$ cat src/rtl/smul_arbiter.sv
// smul_arbiter: round-robin arbiter with optional bounded lock sharing one 18x18 interpolating multiplier
// Ports:
//   clk, rst                        clock, synchronous active-high reset
//   req_valid[N], req_lock[N]       per-requester operand valid and keep-grant request
//   req_a/req_b/req_scale[N*18]     signed operands, slice i at [18i+17:18i]
//   req_ready[N]                    one-hot accept, combinational
//   resp_valid, resp_id, resp_data  registered result a + (((b-a)*scale) >>> 16) tagged with owner
module smul_arbiter #(
    parameter int N        = 4,
    parameter int MAX_LOCK = 8,
    parameter int IDW      = $clog2(N)
) (
    input  logic                 clk,
    input  logic                 rst,
    input  logic [N-1:0]         req_valid,
    input  logic [N-1:0]         req_lock,
    input  logic [N*18-1:0]      req_a,
    input  logic [N*18-1:0]      req_b,
    input  logic [N*18-1:0]      req_scale,
    output logic [N-1:0]         req_ready,
    output logic                 resp_valid,
    output logic [IDW-1:0]       resp_id,
    output logic signed [35:0]   resp_data
);
    logic [IDW-1:0] rr_ptr_q, rr_ptr_d, lock_owner_q, lock_owner_d, gnt, idx;
    logic           lock_v_q, lock_v_d, gnt_v, lock_hit, yield, xfer;
    logic [3:0]     lock_cnt_q, lock_cnt_d;
    logic [17:0]    a_s, b_s, s_s;
    logic signed [35:0] a_x, b_x, s_x, prod, res;
    logic           resp_valid_q;
    logic [IDW-1:0] resp_id_q;
    logic signed [35:0] resp_data_q;

    // the owner keeps the multiplier only while it stays valid and under the lock limit
    always_comb begin
        lock_hit = lock_v_q && req_valid[lock_owner_q] && (lock_cnt_q < 4'(MAX_LOCK));
        yield    = lock_v_q && req_valid[lock_owner_q] && (lock_cnt_q >= 4'(MAX_LOCK));
        gnt      = lock_owner_q;
        gnt_v    = lock_hit;
        idx      = '0;
        for (int k = 0; k < N; k++) begin
            idx = IDW'((int'(rr_ptr_q) + k) % N);
            if (!gnt_v && req_valid[idx]) begin
                gnt_v = 1'b1;
                gnt   = idx;
            end
        end
        xfer      = gnt_v && !rst;
        req_ready = xfer ? (N'(1) << gnt) : '0;
    end

    always_comb begin
        a_s = '0;
        b_s = '0;
        s_s = '0;
        for (int i = 0; i < N; i++) begin
            if (IDW'(i) == gnt) begin
                a_s = req_a[18*i +: 18];
                b_s = req_b[18*i +: 18];
                s_s = req_scale[18*i +: 18];
            end
        end
        a_x  = {{18{a_s[17]}}, a_s};
        b_x  = {{18{b_s[17]}}, b_s};
        s_x  = {{18{s_s[17]}}, s_s};
        // |b-a| < 2^18 and |scale| <= 2^17, so the product always fits 36 bits
        prod = (b_x - a_x) * s_x;
        res  = a_x + (prod >>> 16);
    end

    // a forced yield clears the lock even if the winner asks to lock in the same cycle
    always_comb begin
        rr_ptr_d     = xfer ? ((gnt == IDW'(N-1)) ? '0 : gnt + 1'b1) : rr_ptr_q;
        lock_v_d     = xfer ? (req_lock[gnt] && !yield) : lock_v_q;
        lock_owner_d = (xfer && req_lock[gnt] && !yield) ? gnt : lock_owner_q;
        lock_cnt_d   = !xfer ? lock_cnt_q :
                       (!req_lock[gnt] || yield) ? 4'd0 :
                       lock_hit ? lock_cnt_q + 4'd1 : 4'd1;
    end

    always_ff @(posedge clk) begin
        if (rst) begin
            rr_ptr_q     <= '0;
            lock_v_q     <= 1'b0;
            lock_owner_q <= '0;
            lock_cnt_q   <= '0;
            resp_valid_q <= 1'b0;
            resp_id_q    <= '0;
            resp_data_q  <= '0;
        end else begin
            rr_ptr_q     <= rr_ptr_d;
            lock_v_q     <= lock_v_d;
            lock_owner_q <= lock_owner_d;
            lock_cnt_q   <= lock_cnt_d;
            resp_valid_q <= xfer;
            if (xfer) begin
                resp_id_q   <= gnt;
                resp_data_q <= res;
            end
        end
    end

    assign resp_valid = resp_valid_q;
    assign resp_id    = resp_id_q;
    assign resp_data  = resp_data_q;
endmodule

$ cat config.mk
export PLATFORM = sky130hd
export DESIGN_NAME = smul_arbiter
export DESIGN_NICKNAME = d
export VERILOG_FILES = /design/src/rtl/smul_arbiter.sv
export SDC_FILE = /design/constraint.sdc
export NUM_CORES = 1
export LEC_CHECK = 0
export BUFFER_PORTS_ARGS = -buffer_cell sky130_fd_sc_hd__clkbuf_2
export CAP_MARGIN = 15
export CORE_AREA = 8 8 174 176
export DETAILED_ROUTE_END_ITERATION = 7
export DIE_AREA = 0 0 182 184
export PLACE_DENSITY = 0.93
export SLEW_MARGIN = 20
export SYNTH_ARGS = -nofsm -noshare
export SYNTH_HDL_FRONTEND = slang
export SYNTH_SLANG_ARGS = --single-unit
$ cat constraint.sdc
create_clock -name clk -period 36.5 [get_ports clk]
set_input_delay 1.825 -clock clk [delete_from_list [all_inputs] [get_ports clk]]
set_output_delay 1.825 -clock clk [all_outputs]
set_load 0.02 [all_outputs]
; ---- Word level (Yosys, flattened, before mapping)
; Cells that the tools add are included.
[totals]
regBits = 48
inputBits = 226
output_inout_bits = 43
word_cells = 84
[op_classes]
n_addsub = 7
multipliers = 1
n_lt_le_gt_ge = 8
n_eq_ne = 4
shift = 1
n_mux = 36
reduce_logical = 20
[ops]
columns = cell, count
row1 = $mux W18, 12
row2 = $mul A19 B18 Y36, 1
row3 = $add A18 B20 Y21, 1
row4 = $sub A18 B18 Y19, 1
row5 = $lt A2 B3 Y1 const B, 6
row6 = $bmux W1 S2, 6
row7 = $mux W4, 3
row8 = $logic_and A1 B1 Y1, 11
row9 = $mux W1, 10
row10 = $mux W2, 5
row11 = $logic_not A1 Y1, 7
row12 = $add A2 B1 Y2 const B, 2
row13 = $add A2 B2 Y2 const B, 2
row14 = $add A4 B1 Y4 const B, 1
row15 = $eq A2 B2 Y1 const A, 2
row16 = $ge A4 B4 Y1 const B, 1
row17 = $lt A4 B4 Y1 const B, 1
row18 = $shl A1 B2 Y4 const A, 1
row19 = $eq A1 B2 Y1 const A, 1
row20 = $eq A2 B2 Y1 const B, 1
row21 = $logic_not A2 Y1, 1
row22 = $logic_or A1 B1 Y1, 1

; ---- Logic depth before layout (Yosys ltp)
; Gate-level depths: netlist of the first run.
[logic_depth]
word_depth = 24
ltp_mapped = 64
mapped_depth_nobuf = 57

; ---- Worst setup path after synthesis of the first run
; Ideal clock, no wire load.
[synth_timing]
path_type = in2reg
start = input port req_valid[3]
end = register resp_data_q[19], in the netlist resp_data[19]
setup_time_ns = 0.071
arrival_ns = 14.294
required_ns = 36.429
slack_ns = 22.135
path_stages = 56
cell_sequence = buf_6 mux4_2 and3b_4 buf_6 o21bai_4 o221ai_1 o32ai_4 inv_1 ha_1 clkbuf_1 clkbuf_1 buf_1 clkbuf_1 o21ai_0 ha_1 fa_1 nor2b_1 o21ai_0 (+20 left out) ha_1 a211oi_1 nand2_1 a2111oi_2 nor3_1 o31a_1 or3_4 a31oi_4 xnor2_1 ha_1 clkbuf_1 a21o_1 a21oi_1 or3b_2 o221ai_1 o211ai_1 o31ai_1 o2bb2ai_1
[synth_via]
elab_chain_cells = 24
[synth_lines]
columns = item, line_no
row1 = start: declaration, 15  ; input logic [N-1:0] req_valid,
row2 = $bmux W1 S2, 36  ; lock_hit = lock_v_q && req_valid[lock_owner_q] && (lock_cnt_q < 4'(MAX_LOCK));
row3 = $mux W1 (implied by the code), 36
row4 = $logic_and A1 B1 Y1 (2 in series), 36
row5 = $logic_not A1 Y1, 43  ; if (!gnt_v && req_valid[idx]) begin
row6 = $logic_and A1 B1 Y1, 43
row7 = $mux W1, 43
row8 = $logic_not A1 Y1, 43
row9 = $logic_and A1 B1 Y1, 43
row10 = (+5 left out), -
row11 = $logic_and A1 B1 Y1, 43
row12 = $mux W2 (*), 43
row13 = net gnt[0], 25  ; logic [IDW-1:0] rr_ptr_q, rr_ptr_d, lock_owner_q, lock_owner_d, gnt, idx;
row14 = $logic_not A2 Y1, 57  ; if (IDW'(i) == gnt) begin
row15 = $mux W18 (4 in series), 57
row16 = $sub A18 B18 Y19, 67  ; prod = (b_x - a_x) * s_x;
row17 = $mul A19 B18 Y36, 67
row18 = $add A18 B20 Y21 (*), 68  ; res = a_x + (prod >>> 16);
row19 = end signal: assignment, 98  ; resp_data_q <= res;
row20 = end: declaration, 32  ; logic signed [35:0] resp_data_q;
; Mark *: on every way through the listed nets, which the timed path passes. The rest lies on a longest branch. The select of a mux whose other input is x is not followed.
; A chain may end at the register's enable or synchronous reset.

; ---- Worst setup path after layout of the first run
[layout_timing]
start = input port req_valid[2]
end = register resp_data_q[17], in the netlist resp_data[17]
; Same word-level chain as after synthesis.

==> qor.yml, run 1 <==
status:
  status: "completed"
placed_design:
  dp.cells: 2777
  postPlaceCellArea_um2: 19200
  port_buffers: 268
  gp_congestion: 1.02
  pre_cts_ws_ps: 20400
  hpwl_um: 48800
clocking:
  clk_pin_slew_ps: 50
  tritoncts: "done"
  htreeDepth: 2
  cts_max_path_buffers: 2
  cts-resized-gates: 0
  root_buffer: "clkbuf_16"
  numCtsBuffers: 5
  clk-insertion-delay-late_ps: 280
  cts.sinks: 33
  postCtsHoldBufs: 0
  post-cts-setup-buffers: 0
sta:
  drv_slew: 0
  finalSetupViolCount: 0
  finalSetupTns_ps: 0
  period_minus_slack_ps: 16320
  fin_crit_sh_pct: 44.7
  fmax_ghz: 0.0613
  slew_headroom_pct: 21.6
  fin_skew_ps: 1.05
  setup_ws_ps: 20180
  worstMarginPinSlew_ps: 1170
  rsz0062_at_grt: "no"
  hold_viol: 0
synth:
  synth_xor_area_share_pct: 4.22
  yosys.area_share.simple_pct: 17.8
  syn_nets: 2948
  synth_edf_count: 0
  synthAdderAreaFrac_pct: 47.5
  ys_ff_latch: 33
  synth-compound-area-share_pct: 13.8
  synth_top_family_by_area: "adder cells"
  synth_mux_area_share_pct: 0.894
  syn_area_um2: 17600
  syn_inst: 2252
  synthArstFlopShare_pct: 0
  avgSynthCellArea_um2: 7.83
  yosysWarnings: 0
  yosysSeqAreaShare_pct: 3.75
  synth-main-ff-cell: "dfxtp_1"
  ys_types: 85
die:
  num_io_pins: 269
  dieArea_um2: 33500
  core_um2: 27500
  initial_core_util_pct: 64.2
  die_w_um: 182
  fp-row-count: 61
  chipHeight_um: 184
cells_and_area:
  layout-drive-gt1-share_pct: 14.8
  syn_to_final_growth_pct: 9.57
  design_area_um2: 19300
  finalNonFillerCells: 2785
  finalNetCount: 3134
  diodes: 0
critical_path:
  critPathKind: "in2reg"
  crit_start: "req_valid[2]"
  cp_slowest_stage_delay_ps: 780
  r2r-end: "resp_data[17]"
  cp-start-kind: "input port"
  cp_max_fo: 104
  crit_buf_inv: 7
  cp_top_family: "compound AO/OA/AOI/OAI gates"
  crit_arrival_ps: 16540
  cp_num_cells: 56
  critical_path.slowest_cell: "a2111oi_1"
  end_kind: "register"
  rr_startpoint: "rr_ptr_q[0]"
  reg2reg_setup_slack_ps: 21150
  worstRegToRegCells: 55
  setup.worst_path.end: "resp_data[17]"
  cp.required_ps: 36720
global_routing:
  track_usage_pct: 36.0
  grt_pass1_wl_um: 94600
  grt_max_degree: 105
  overflow: 0
  first_global_vias: 18000
  antenna_found_initial: 0
routing:
  routed_wl_um: 59600
  ant_nets: 0
  drt-pass1-iter-count: 8
  vias_per_cell: 6.11
  wl_per_cell_um: 21.4
  remaining_drc_errors: 0
  num_vias: 17000
  drt_iter0_markers: 1895
hold_path:
  min_path_type: "reg2reg"
  min_from: "resp_data[1]"
flow_run:
  drv_cap: 0
layout by cell type, fill, tap and decap left out, drive strengths merged, types with 20 or more instances in the layout:
master,n
xor2,20
nor2,354
nand2b,37
nand2,230
o21ai,65
inv,412
nor2b,22
clkbuf,275
xnor2,65
a21oi,183
a21o,32
dfxtp,33
buf,32
fa,332
ha,138
how the worst min path moves through the flow:
stage                    endpoint  cells after the start
CTS                  resp_data[1]                      2
finish               resp_data[1]                      2
global placement     resp_data[3]                      2
detailed placement  lock_cnt_q[2]                      1
floorplan           lock_cnt_q[2]                      1
global route         resp_data[3]                      2
kinds of logic after synthesis:
logic type	after synthesis
mux	13
buf+inv	533
simple gates	731
compound gates	386
flops	33
xor+xnor	85
fa+ha+maj	471
layout make-up:
cell class	instances	area [um2]
multi-input combinational	1686	14900
timing repair buffer	300	1580
sequential	33	661
clock buffer	7	153
fill	2157	8150
clock inverter	1	5.00
tap	346	433
inverter	412	1550
state kept, by name, summed over array words and instances (netlist names):
signal / cells
lock_owner_q: 2
rr_ptr_q: 2
resp_data: 21
lock_v_q: 1
lock_cnt_q: 4
resp_id: 2
resp_valid: 1
synthesized netlist by cell type, drive strengths merged (4+ instances only):
cell type  instances  share of area (%)
a22o              10               0.50
xnor2             65                3.2
and3               9               0.32
o21ai             65                1.9
or2                9               0.32
a211oi            12               0.61
a21o              32                1.4
nor2             354                7.5
o21a               8               0.34
nor2b             22               0.87
a31oi             14               0.58
nand2            230                4.9
buf               35                1.2
ha               138                9.8
nand3             15               0.43
nor4               5               0.18
mux2i              9               0.51
nand4              8               0.28
o31ai              4               0.17
o21bai             6               0.32
fa               332                 38
nor3              15               0.43
and2               5               0.18
a22oi              6               0.26
a21oi            183                5.3
a2111oi            4               0.24
xor2              20               0.99
clkbuf            86                2.0
a31o               5               0.25
a221o              7               0.40
dfxtp             33                3.7
nand2b            37                1.3
or3                6               0.24
inv              412                8.8
worst min-delay path: stages, from the launching register on:
cell and delay, ps:
dfxtp_1 310, nand2_1 50, a21oi_1 50
layer usage:
metal | part of all wire [%] | GRT usage [%]
met1 | 36 | 42.8
met2 | 48 | 61.5
met3 | 10 | 6.90
met4 | 6.3 | 19.1
met5 | 0 | 0
stage by stage:
| step | util, % | hold WS, ps |
|---|---|---|
| after floorplan | - | 430 |
| after global placement | 69.7 | 440 |
| after detailed placement | 69.7 | 450 |
| after CTS | 70.3 | 458 |
| after global routing | 70.3 | 489 |
| final | 70.3 | 462 |
Power of run 1 is left out: the tool's default activity adds up to more than one toggle a clock period on the data nets, which glitch-free logic cannot reach.
==> run 2, diff against run 1 <==
- ABC_AREA: unset -> 1
- CORE_AREA: 8 8 174 176 -> 8 8 177 179
- DIE_AREA: 0 0 182 184 -> 0 0 185 187
- PLACE_DENSITY: 0.93 -> 0.88
- clock period: 36.5 -> 16.3 ns (I/O delays scaled with it)
==> qor.yml, run 2 <==
cells_and_area:
  final_cell_mix: "499 x inv_1, 400 x nand2_1, 332 x fa_1"
  diodes: 0  # unchanged
  largest_reg_flops: 21  # unchanged
  syn_to_final_growth_pct: 10.3
  layout-drive-gt1-share_pct: 14.3  # -0.50 points
  finalNetCount: 3192  # +1.9%
  final_common_cell: "inv_1"
hold_path:
  hold_end: "resp_data[17]"
  holdPathStages: 2  # unchanged
  min_path_type: "reg2reg"
  min_from: "resp_data[17]"
sta:
  finalSetupViolCount: 0  # unchanged
  period_minus_slack_ps: 13440
  fin_crit_sh_pct: 82.4
  slew_headroom_pct: 39.4  # +18 points
  rsz0062_at_grt: "no"
  finalSetupTns_ps: 0  # unchanged
  fmax_ghz: 0.0744
  drv_slew: 0  # unchanged
  worstMarginPinSlew_ps: 906  # -265 ps
  fin_skew_ps: 5.03  # +3.98 ps
  hold_viol: 0  # unchanged
clocking:
  tritoncts: "done"
  numCtsBuffers: 5  # unchanged
  htreeDepth: 2  # unchanged
  cts.sinks: 33  # unchanged
  clk_pin_slew_ps: 60  # about the same
  postCtsHoldBufs: 0  # unchanged
  root_buffer: "clkbuf_16"
  post-cts-setup-buffers: 0  # unchanged
  cts-resized-gates: 0  # unchanged
  cts_max_path_buffers: 2  # unchanged
  clk-insertion-delay-late_ps: 290  # about the same
critical_path:
  crit_arrival_ps: 13630  # -2910 ps
  worstRegToRegCells: 55  # unchanged
  cp-start-kind: "input port"
  cp_max_fo: 63  # -39%
  critical_path.slowest_cell: "xor2_1"
  r2r-end: "resp_data[34]"
  cp.required_ps: 16490  # -20230 ps
  critPathKind: "in2reg"
  rr_startpoint: "rr_ptr_q[0]"
  reg2reg_setup_slack_ps: 2940  # -18210 ps
  crit_top_cell: "nand2_1"
  cp_slowest_stage_delay_ps: 720  # -60 ps
  end_kind: "register"
die:
  fp-row-count: 62  # +1.6%
  num_io_pins: 269  # unchanged
  core_um2: 28400  # +3.3%
  die_w_um: 185  # +1.6%
  chipHeight_um: 187  # +1.6%
  initial_core_util_pct: 60.6  # -3.6 points
  dieArea_um2: 34600  # +3.3%
status:
  status: "completed"
global_routing:
  overflow: 0  # unchanged
  first_global_vias: 17500  # -3.0%
  grt_pass1_wl_um: 89900  # -4.9%
  track_usage_pct: 32.9  # -3.1 points
  antenna_found_initial: 0  # unchanged
  grt_max_degree: 64  # -39%
synth:
  syn_nets: 2985  # +1.3%
  synth_mux_area_share_pct: 0  # -0.89 points
  synth_area_leaders: "fa_1 39%, inv_1 11%, ha_1 10%, nand2_1 8.7%, nor2_1 6.0%"
  synth_xor_area_share_pct: 3.34  # -0.88 points
  syn_inst: 2289  # +1.6%
  avgSynthCellArea_um2: 7.51  # -4.1%
  synth-compound-area-share_pct: 12.1  # -1.8 points
  synth_edf_count: 0  # unchanged
  synth_common_cells: "500 x inv_1, 400 x nand2_1, 332 x fa_1"
  syn_area_um2: 17200  # -2.5%
  yosys.area_share.simple_pct: 18.3  # +0.50 points
  synth_top_family_by_area: "adder cells"
  synthAdderAreaFrac_pct: 48.7  # +1.1 points
  synth_top_area_share_pct: 38.6  # +0.96 points
  yosysTopAreaCell: "fa_1"
  synth_most_common_cell: "inv_1"
  synthArstFlopShare_pct: 0  # unchanged
  synth-main-ff-cell: "dfxtp_1"
  yosysSeqAreaShare_pct: 3.84  # +0.095 points
  ys_ff_latch: 33  # unchanged
  yosysWarnings: 0  # unchanged
  ys_types: 56  # -34%
flow_run:
  drv_cap: 0  # unchanged
routing:
  remaining_drc_errors: 0  # unchanged
  num_vias: 16400  # -3.5%
  wl_per_cell_um: 19.3  # -9.6%
  drt_iter0_markers: 1375  # -27%
  vias_per_cell: 5.70  # -6.7%
  ant_nets: 0  # unchanged
  drt-pass1-iter-count: 6  # -2
  routed_wl_um: 55700  # -6.5%
placed_design:
  port_buffers: 268  # unchanged
  hpwl_um: 47700  # -2.2%
  gp_congestion: 0.993  # -2.2%
## run 2: layout make-up
cell class	instances	area [um2]
Multi-Input combinational cell	1649	14200
Fill cell	2429	9430
Inverter	513	1930
Timing Repair Buffer	294	1540
Sequential cell	33	661
Tap cell	384	480
Clock buffer	7	153
Clock inverter	1	5.00
## run 2: stage by stage
step / worst slack, ps / hold WS (ps) / cell area (um2) / utilization (%) / cells
after global placement: 3140 / 442 / 18800 / 66.2 / 2873
after global routing: 1730 / 471 / 19000 / 66.8 / 2881
after CTS: 3020 / 455 / 19000 / 66.8 / 2881
final: 2860 / 451 / 19000 / 66.8 / 2881
after detailed placement: 2750 / 442 / 18800 / 66.2 / 2873
after floorplan: 4520 / 463 / 17200 / - / 2289
## run 2: routing by layer
layer | vias up | global-route usage [%] | part of all wire [%]
li1 | 7364 | - | -
met1 | 7856 | 39.1 | 37
met2 | 930 | 54.9 | 48
met3 | 271 | 6.02 | 8.3
met4 | 0 | 19.4 | 7.0
met5 | - | 0 | 0
## run 2: worst max-delay path by stage
stage                     cells past startpoint  slack [ps]    startpoint            end
after detailed placement                     58        2750  req_valid[0]  resp_data[34]
after CTS                                    58        3020  req_valid[0]  resp_data[34]
after floorplan                              63        4520  req_valid[3]  resp_data[34]
final                                        58        2860  req_valid[3]  resp_data[34]
after global placement                       58        3140  req_valid[0]  resp_data[34]
after global routing                         60        1730  req_valid[1]  resp_data[34]
## run 2: worst max-delay path: cells and delay by family
kind	cells	cell delay (ps)
fa+ha+maj	11	4490
compound gates	15	2970
simple gates	19	2240
buf+inv	11	2130
xor+xnor	2	940
## run 2: cell families after synthesis
kind of cell	count (synthesis)
XOR/XNOR	63
buffers and inverters	607
adder cells (fa/ha/maj)	470
flip-flops	33
AND/OR/NAND/NOR	776
AO/OA/AOI/OAI	340
Power of run 2 is left out for the same reason.
